### src/rtl/player_link_tx.sv
// Secondary-board control link: packs buttons, carry and player ID into an
// 11-bit UART-style frame (start, 8 data LSB first, even parity, stop).
module player_link_tx #(
  parameter int unsigned CLKS_PER_BIT   = 217,
  parameter int unsigned KEEPALIVE_CLKS = 416667
) (
  input  logic        clock,
  input  logic        reset_n,
  input  logic        enable,
  input  logic [1:0]  player_id,
  input  logic        left,
  input  logic        right,
  input  logic        up,
  input  logic        down,
  input  logic        chop,
  input  logic        carry,
  output logic        tx,
  output logic        busy,
  output logic [15:0] frames_sent
);

  localparam int unsigned CNT_W  = (CLKS_PER_BIT > 1) ? $clog2(CLKS_PER_BIT) : 1;
  localparam int unsigned KA_W   = (KEEPALIVE_CLKS > 1) ? $clog2(KEEPALIVE_CLKS) : 1;
  localparam int unsigned DATA_W = 8;
  localparam int unsigned IDX_W  = 3;
  localparam int unsigned CNT_FS = 16;

  localparam logic [CNT_W-1:0] BIT_LAST = CNT_W'(CLKS_PER_BIT - 1);
  localparam logic [KA_W-1:0]  KA_LAST  = KA_W'(KEEPALIVE_CLKS - 1);
  localparam logic [IDX_W-1:0] IDX_LAST = IDX_W'(DATA_W - 1);

  typedef enum logic [2:0] {
    S_IDLE   = 3'd0,
    S_START  = 3'd1,
    S_DATA   = 3'd2,
    S_PARITY = 3'd3,
    S_STOP   = 3'd4
  } state_e;

  state_e              state_q, state_d;
  logic [CNT_W-1:0]    bit_cnt_q, bit_cnt_d;
  logic [IDX_W-1:0]    bit_idx_q, bit_idx_d;
  logic [DATA_W-1:0]   shreg_q, shreg_d;
  logic                parity_q, parity_d;
  logic [DATA_W-1:0]   last_sent_q, last_sent_d;
  logic                first_pending_q, first_pending_d;
  logic [KA_W-1:0]     ka_cnt_q, ka_cnt_d;
  logic                tx_q, tx_d;
  logic                busy_q, busy_d;
  logic [CNT_FS-1:0]   frames_q, frames_d;

  logic [DATA_W-1:0]   payload_c;
  logic                bit_end_c;
  logic                launch_c;

  assign payload_c = {player_id, carry, chop, up, down, left, right};
  assign bit_end_c = (bit_cnt_q == BIT_LAST);
  assign launch_c  = (state_q == S_IDLE) && enable &&
                     (first_pending_q || (payload_c != last_sent_q) || (ka_cnt_q == KA_LAST));

  // Next-state, shift register, keepalive and registered-output logic
  always_comb begin
    state_d         = state_q;
    bit_cnt_d       = bit_cnt_q;
    bit_idx_d       = bit_idx_q;
    shreg_d         = shreg_q;
    parity_d        = parity_q;
    last_sent_d     = last_sent_q;
    first_pending_d = first_pending_q;
    ka_cnt_d        = ka_cnt_q;
    frames_d        = frames_q;
    tx_d            = 1'b1;
    busy_d          = 1'b0;

    if (state_q != S_IDLE) begin
      bit_cnt_d = bit_end_c ? '0 : bit_cnt_q + CNT_W'(1);
    end

    unique case (state_q)
      S_IDLE: begin
        if (launch_c) begin
          state_d         = S_START;
          bit_cnt_d       = '0;
          shreg_d         = payload_c;
          parity_d        = ^payload_c;
          last_sent_d     = payload_c;
          first_pending_d = 1'b0;
        end
      end
      S_START: begin
        if (bit_end_c) begin
          state_d   = S_DATA;
          bit_idx_d = '0;
        end
      end
      S_DATA: begin
        if (bit_end_c) begin
          if (bit_idx_q == IDX_LAST) begin
            state_d = S_PARITY;
          end else begin
            bit_idx_d = bit_idx_q + IDX_W'(1);
            shreg_d   = shreg_q >> 1;
          end
        end
      end
      S_PARITY: begin
        if (bit_end_c) begin
          state_d = S_STOP;
        end
      end
      S_STOP: begin
        if (bit_end_c) begin
          state_d  = S_IDLE;
          frames_d = frames_q + CNT_FS'(1);
        end
      end
      default: state_d = S_IDLE;
    endcase

    // Keepalive runs in every state; a launch restarts the interval
    if (!enable || launch_c) begin
      ka_cnt_d = '0;
    end else if (ka_cnt_q != KA_LAST) begin
      ka_cnt_d = ka_cnt_q + KA_W'(1);
    end

    // Line level for the upcoming cycle follows the state being entered
    unique case (state_d)
      S_START:  tx_d = 1'b0;
      S_DATA:   tx_d = shreg_d[0];
      S_PARITY: tx_d = parity_d;
      default:  tx_d = 1'b1;
    endcase
    busy_d = (state_d != S_IDLE);
  end

  always_ff @(posedge clock) begin
    if (!reset_n) begin
      state_q         <= S_IDLE;
      bit_cnt_q       <= '0;
      bit_idx_q       <= '0;
      shreg_q         <= '0;
      parity_q        <= 1'b0;
      last_sent_q     <= '0;
      first_pending_q <= 1'b1;
      ka_cnt_q        <= '0;
      tx_q            <= 1'b1;
      busy_q          <= 1'b0;
      frames_q        <= '0;
    end else begin
      state_q         <= state_d;
      bit_cnt_q       <= bit_cnt_d;
      bit_idx_q       <= bit_idx_d;
      shreg_q         <= shreg_d;
      parity_q        <= parity_d;
      last_sent_q     <= last_sent_d;
      first_pending_q <= first_pending_d;
      ka_cnt_q        <= ka_cnt_d;
      tx_q            <= tx_d;
      busy_q          <= busy_d;
      frames_q        <= frames_d;
    end
  end

  assign tx          = tx_q;
  assign busy        = busy_q;
  assign frames_sent = frames_q;

endmodule

### config.mk
export PLATFORM = sky130hd
export DESIGN_NAME = player_link_tx
export DESIGN_NICKNAME = d
export VERILOG_FILES = /design/src/rtl/player_link_tx.sv
export SDC_FILE = /design/constraint.sdc
export NUM_CORES = 1
export LEC_CHECK = 0
export BUFFER_PORTS_ARGS = -buffer_cell sky130_fd_sc_hd__buf_2
export CELL_PAD_IN_SITES_DETAIL_PLACEMENT = 1
export CELL_PAD_IN_SITES_GLOBAL_PLACEMENT = 2
export CORE_MARGIN = 2
export CORE_UTILIZATION = 25
export DETAILED_ROUTE_END_ITERATION = 8
export GPL_ROUTABILITY_DRIVEN = 0
export PLACE_DENSITY = 0.58
export SETUP_SLACK_MARGIN = 0.1
export SYNTH_ARGS = -nofsm -noshare
export SYNTH_HDL_FRONTEND = slang
export SYNTH_SLANG_ARGS = --single-unit
### constraint.sdc
create_clock -name clock -period 2 [get_ports clock]
set_input_delay 0.2 -clock clock [delete_from_list [all_inputs] [get_ports clock]]
set_output_delay 0.2 -clock clock [all_outputs]
set_load 0.05 [all_outputs]
After elaboration in Yosys (flattened, before gate mapping)
Cells that the tools add are included.
- bits of input ports: 11
- logic and storage cells: 72
- output and inout port bits: 18
- bits in registers: 69
- reductions and logical operators: 17
- multiplexer cells: 22
- $add $sub $neg: 4
- equal/unequal tests: 16
- bitwise logic cells: 1
- operators with widths (operator ; count):
    2-to-1 mux 8 bit ; 7
    2-to-1 mux 3 bit ; 9
    adder 19 x 1 -> 19 bit (second input constant) ; 1
    equality test 19 bit (second input constant) ; 1
    != test 19 bit (second input constant) ; 1
    adder 16 x 1 -> 16 bit (second input constant) ; 1
    one-hot mux 8 bit (2 select lines) ; 1
    one-hot mux 3 bit (5 select lines) ; 1
    equality test 3 x 2 -> 1 bit (second input constant) ; 4
    adder 8 x 1 -> 8 bit (second input constant) ; 1
    equality test 8 bit (second input constant) ; 1
    != test 2 bit (second input constant) ; 4
    != test 8 bit ; 1
    AND reduction 4 bit ; 2
    XOR reduction 8 bit ; 1
    equality test 3 x 1 -> 1 bit (second input constant) ; 2
    equality test 3 bit (second input constant) ; 2
    one-hot mux 3 bit (2 select lines) ; 1
    nonzero test 3 bit ; 2
    AND reduction 2 bit ; 2
    nonzero test 2 bit ; 2
    adder 3 x 1 -> 3 bit (second input constant) ; 1
    logical NOT 3 bit ; 1
    logical OR 1 bit ; 3
    6 further kinds ; 8

Depth between registers and ports, before layout
- depth after elaboration: 8
- gate-level depth with buffers: 9
- mapped depth without buffers: 8

Worst setup path before layout
OpenSTA, ideal clock, no wires.
- path type: flip-flop to flip-flop
- start: register frames_q[3], in the netlist frames_sent[3]
- end: register frames_q[14], in the netlist frames_sent[14]
- buffers on the path: 0
- data arrival time: 1974 ps
- stages on the path, launching flop included: 5
- library setup time: 71 ps
- clock period less this slack: 2044 ps
- slack: -44 ps
- data required time: 1929 ps
- cells stage by stage: dfxtp_1 nand4_1 or4_1 or3_1 a21oi_1
- longest elaborated chain between the ends: 1
- ends and longest elaborated chain (element ; RTL line ; RTL):
    from (decl) ; 50 ; logic [CNT_FS-1:0] frames_q, frames_d;
    from (signal assigned) ; 161 ; frames_q <= frames_d;
    adder 16 x 1 -> 16 bit ; 114 ; frames_d = frames_q + CNT_FS'(1);
Every way passes these cells.
A chain may end at the register's enable or synchronous reset.

Final worst setup path
- start: register ka_cnt_q[10]
- end: register ka_cnt_q[1]
- longest elaborated chain between the ends: 5
- elaborated cells on any way between the ends: 6
- those cells by class: 2 x eq/ne; 4 x reduce/logical
- ends and longest elaborated chain (element ; RTL line ; RTL):
    from (decl) ; 47 ; logic [KA_W-1:0] ka_cnt_q, ka_cnt_d;
    from (signal assigned) ; 158 ; ka_cnt_q <= ka_cnt_d;
    equality test 19 bit ; 59 ; (first_pending_q || (payload_c != last_sent_q) || (ka_cnt_q == KA_LAST));
    logical OR 1 bit ; 59 ;
    logical AND 1 bit ; 58 ; assign launch_c = (state_q == S_IDLE) && enable &&
    logical OR 1 bit ; 121 ; if (!enable || launch_c) begin
    OR reduction 2 bit (no line) ; - ;
Parallel ways exist; a longest one is shown, timed or not.

==> results.md <==
* Outcome: finished, final reports clean
* Worst Setup Start Kind: flop
* #FFs+latches synth at 69
* Gr ovfl total at 0
* Die ar. at 0.01384 mm²
* Leak at 1.660 nW
* Vias per inst at 4.480
* Antenna violations before repair at 0
* Slowest stage delay, CP at 0.54 ns
* Max VDD drop at 275.3 µV
* Crit path max fanout at 19
* Crit path depth at 7
* Max clock buf depth at 2
* Placed inst area at 0.003904 mm²
* Final Hold Viols at 0
* First-pass GRT wire length at 14.23 mm
* ANT nets after route at 0
* Proportion of synthesized area in mux cells at 0.3101%
* Register area share after synthesis at a little over two fifths
* Sw frac at ~24%
* Multi-input gate area at 0.002012 mm²
* Port buffer count at 28
* DP Worst Slack at 0.005154 ns
* CTS buffer count at 9
* Worst path bufs/invs at 1
* Initial core utilization at 25.58%
* Final setup violation count at 0
* Asr flop ratio synth at 0%
* WS Path Type: flop to flop
* Yosys warns at 0
* Synth-to-layout area growth at 38.76%
* Drt first pass iters at 4
* Final min period at 1.950 ns
* Post-synthesis xor/xnor area fraction at a little over an eighth
* RSZ-0062 raised after global routing: yes
* Root buf cell: clkbuf_16
* Worst hold path class: input port to flop
* Part of the cycle the worst path needs at a little over nine tenths
* Mapped Area at 0.003228 mm²
* Final non-filler cell area at between 0.004 and 0.005 mm²
* Main synth FF type: dfxtp_1
* Final Routed Wirelength at 8.741 mm
* Unique masters post-synth at 46
* CTS Sinks at approximately 70
* Compound-Gate Fraction of Synth Area at 9.147%
* Delay-heaviest family, CP: simple AND/OR/NAND/NOR gates
* R2R cell count at 7
* Pwr dens at 710.7 mW/mm²
* Die W at around 120 µm
* H-tree depth at 3
* Synthesized area per cell at 8.540 µm²
* Storage element area at about 0.0014 mm²
* Comb pwr share at 8.9%
* Vias in the first global route at around 2800
* Largest net degree at the start of global routing at 23
* Clock power share at 46.1%
* Worst hold slack at 0.1596 ns
* Initial DRC count at 69
* # IOs at 29
* Vias post-DR at 2827
* WL per Instance at 13.85 µm
* Core Footprint at between 0.01 and 0.015 mm²
* Clock latency on the worst-skew pair at about 0.34 ns
* Post-Synth Adder-Cell Area at ~2.7%
* Slew Limit Headroom at 66.79%
* Hold path depth at 2
* Max-Cap Viols at 0
* Post-Syn Nets at around 400
* Seq pwr share at 45.0%
* Setup ws final at about 0.05 ns
* Slew Viols, Final at 0
* Residual DRC at 0
* Net Switching at 0.0007675 W
* Internal at 0.002416 W
* Filler cells at 1527
* CTS tree: yes
* Gr usage total at between 10% and 20%
* Layout net count at 474
* Clock slew at the register clock pins of the worst setup and hold paths at roughly 0.050 ns
* Clock skew at 0.01191 ns
* Number of cells after detailed placement at between 600 and 700
* WP data required at 2.22 ns
* Critical Path Sink Type: flop
* Final cell count without fillers at 631
* Share of post-route cells with drive strength above 1 at 36.17%
* CP arrival at 2.17 ns
* Number of core rows at 41
* CP Cell Sequence: or4b_4 -> nor4_4 -> nand3_2 -> and3_4 -> o211ai_4 -> buf_12 -> a211oi_1
* Worst-margin pin slew at 0.4943 ns
* EDFF count, synth at 0
* Synth Area in Simple Gates at 28.68%
* N_diodes at 0
* DP HPWL at 6.300 mm
* Die Y at approximately 120 µm
* Cells after Synth at 378
* Slowest-stage cell, CP: or4b_4
* Max Clk Rate at between 0.5 and 0.6 GHz
* Main combinational cell family by area after synthesis: simple AND/OR/NAND/NOR gates
==> synth_stat cells, drive strengths merged, types with 2 or more instances <==
library cell / n / area, µm²
o211ai: 2 / 33.78
or3: 4 / 25.02
buf: 2 / 26.27
dfxtp: 69 / 1381
and3: 8 / 55.05
nand2: 51 / 193.9
a211oi: 4 / 30.03
nor4: 2 / 18.77
o21ai: 2 / 10.01
nand2b: 4 / 25.02
ha: 7 / 87.58
a31oi: 9 / 62.56
xnor2: 25 / 219.0
nand4: 9 / 56.30
clkbuf: 9 / 33.78
nor3: 14 / 75.07
a21oi: 22 / 110.1
xor2: 25 / 219.0
nor2: 57 / 239.0
nand3: 30 / 155.1
inv: 7 / 26.28
==> routing by layer <==
layer	vias up	part of all wire [%]	global-route usage, %
met4	0	1.8	5.873
met5	-	0	0
met1	1348	49	16.70
li1	1450	-	-
met3	8	2.7	3.682
met2	21	47	20.53
==> area by class of cell <==
| cell class | count | area share, % |
|---|---|---|
| Clock inverter | 2 | 0.2235 |
| Timing Repair Buffer | 78 | 12.40 |
| Inverter | 8 | 0.6704 |
| Multi-Input combinational cell | 290 | 44.92 |
| Clock buffer | 12 | 5.726 |
| Sequential cell | 69 | 31.26 |
| Tap cell | 172 | 4.804 |
==> flip-flops by register name, indices dropped and copies added, names as in the netlist, 3 cells and up <==
name	count
frames_sent	16
state_q	3
bit_cnt_q	8
bit_idx_q	3
last_sent_q	8
ka_cnt_q	19
shreg_q	8
==> layout by cell type, fill, tap and decap left out, types with 5 or more instances in the layout <==
master     synthesis  routed
dfxtp_1           69      56
nand2_1           50      43
xor2_1            25      25
nand3_1           29      20
a31oi_1            8       8
a21oi_2            0       6
buf_4              0      44
buf_2              0      28
a21oi_1           22      16
nor2_2            10      11
dfxtp_2            0      12
clkbuf_16          0       9
and3_1             7       6
inv_1              7       5
nor2_1            47      46
xnor2_1           25      25
nand2_2            1       6
nand3_2            1       8
nor3_1            13      10
nand4_1            9       9
==> kinds of logic (layout without fill, tap and decap cells) <==
logic type | after synthesis | after routing
AO/OA/AOI/OAI | 44 | 44
adder cells (fa/ha/maj) | 7 | 7
buffers and inverters | 19 | 100
AND/OR/NAND/NOR | 188 | 188
flip-flops | 69 | 69
XOR/XNOR | 50 | 50
multiplexers | 1 | 1
==> through the flow <==
| stage | setup TNS, ns | total power (W) | utilization [%] |
|---|---|---|---|
| floorplan | -0.01731 | 0.001608 | - |
| global placement | 0 | 0.001709 | 30.93 |
| detailed placement | 0 | 0.001712 | 30.93 |
| CTS | 0 | 0.003224 | 33.99 |
| global route | -0.3806 | 0.003339 | 35.49 |
| finish | 0 | 0.003183 | 35.49 |
==> worst register-to-register path: cells and delay by family, from the launching register on <==
kind	cells	cell delay [ns]
AO/OA/AOI/OAI	2	0.24
buffers and inverters	1	0.19
flip-flops	1	0.32
AND/OR/NAND/NOR	4	1.08
==> power groups by stage <==
stage | Combinational (W) | Clock, W | Sequential [W]
2_1_floorplan | 0.000142 | 0 | 0.00147
3_3_place_gp | 0.000251 | 0 | 0.00146
3_5_place_dp | 0.000253 | 0 | 0.00146
4_1_cts | 0.000270 | 0.00152 | 0.00143
5_1_grt | 0.000311 | 0.00159 | 0.00144
6_report | 0.000284 | 0.00147 | 0.00143
==> timing repair <==
| item | CTS | global route |
|---|---|---|
| setup endpoints to repair | 49 | 55 |
| buffers inserted | 4 | 1 |
| hold buffers | 0 | 0 |
| pin swaps | 9 | 21 |
| resized for setup | 21 | 41 |
==> worst paths after layout <==
kind | start | end | slack (ns)
setup / recovery | ka_cnt_q[10] | ka_cnt_q[1] | 0.05
hold / removal | reset_n | first_pending_q | 0.16
setup reg to reg | ka_cnt_q[10] | ka_cnt_q[1] | 0.05
hold reg to reg | first_pending_q | first_pending_q | 0.47
(Power assumes the default switching activity.)
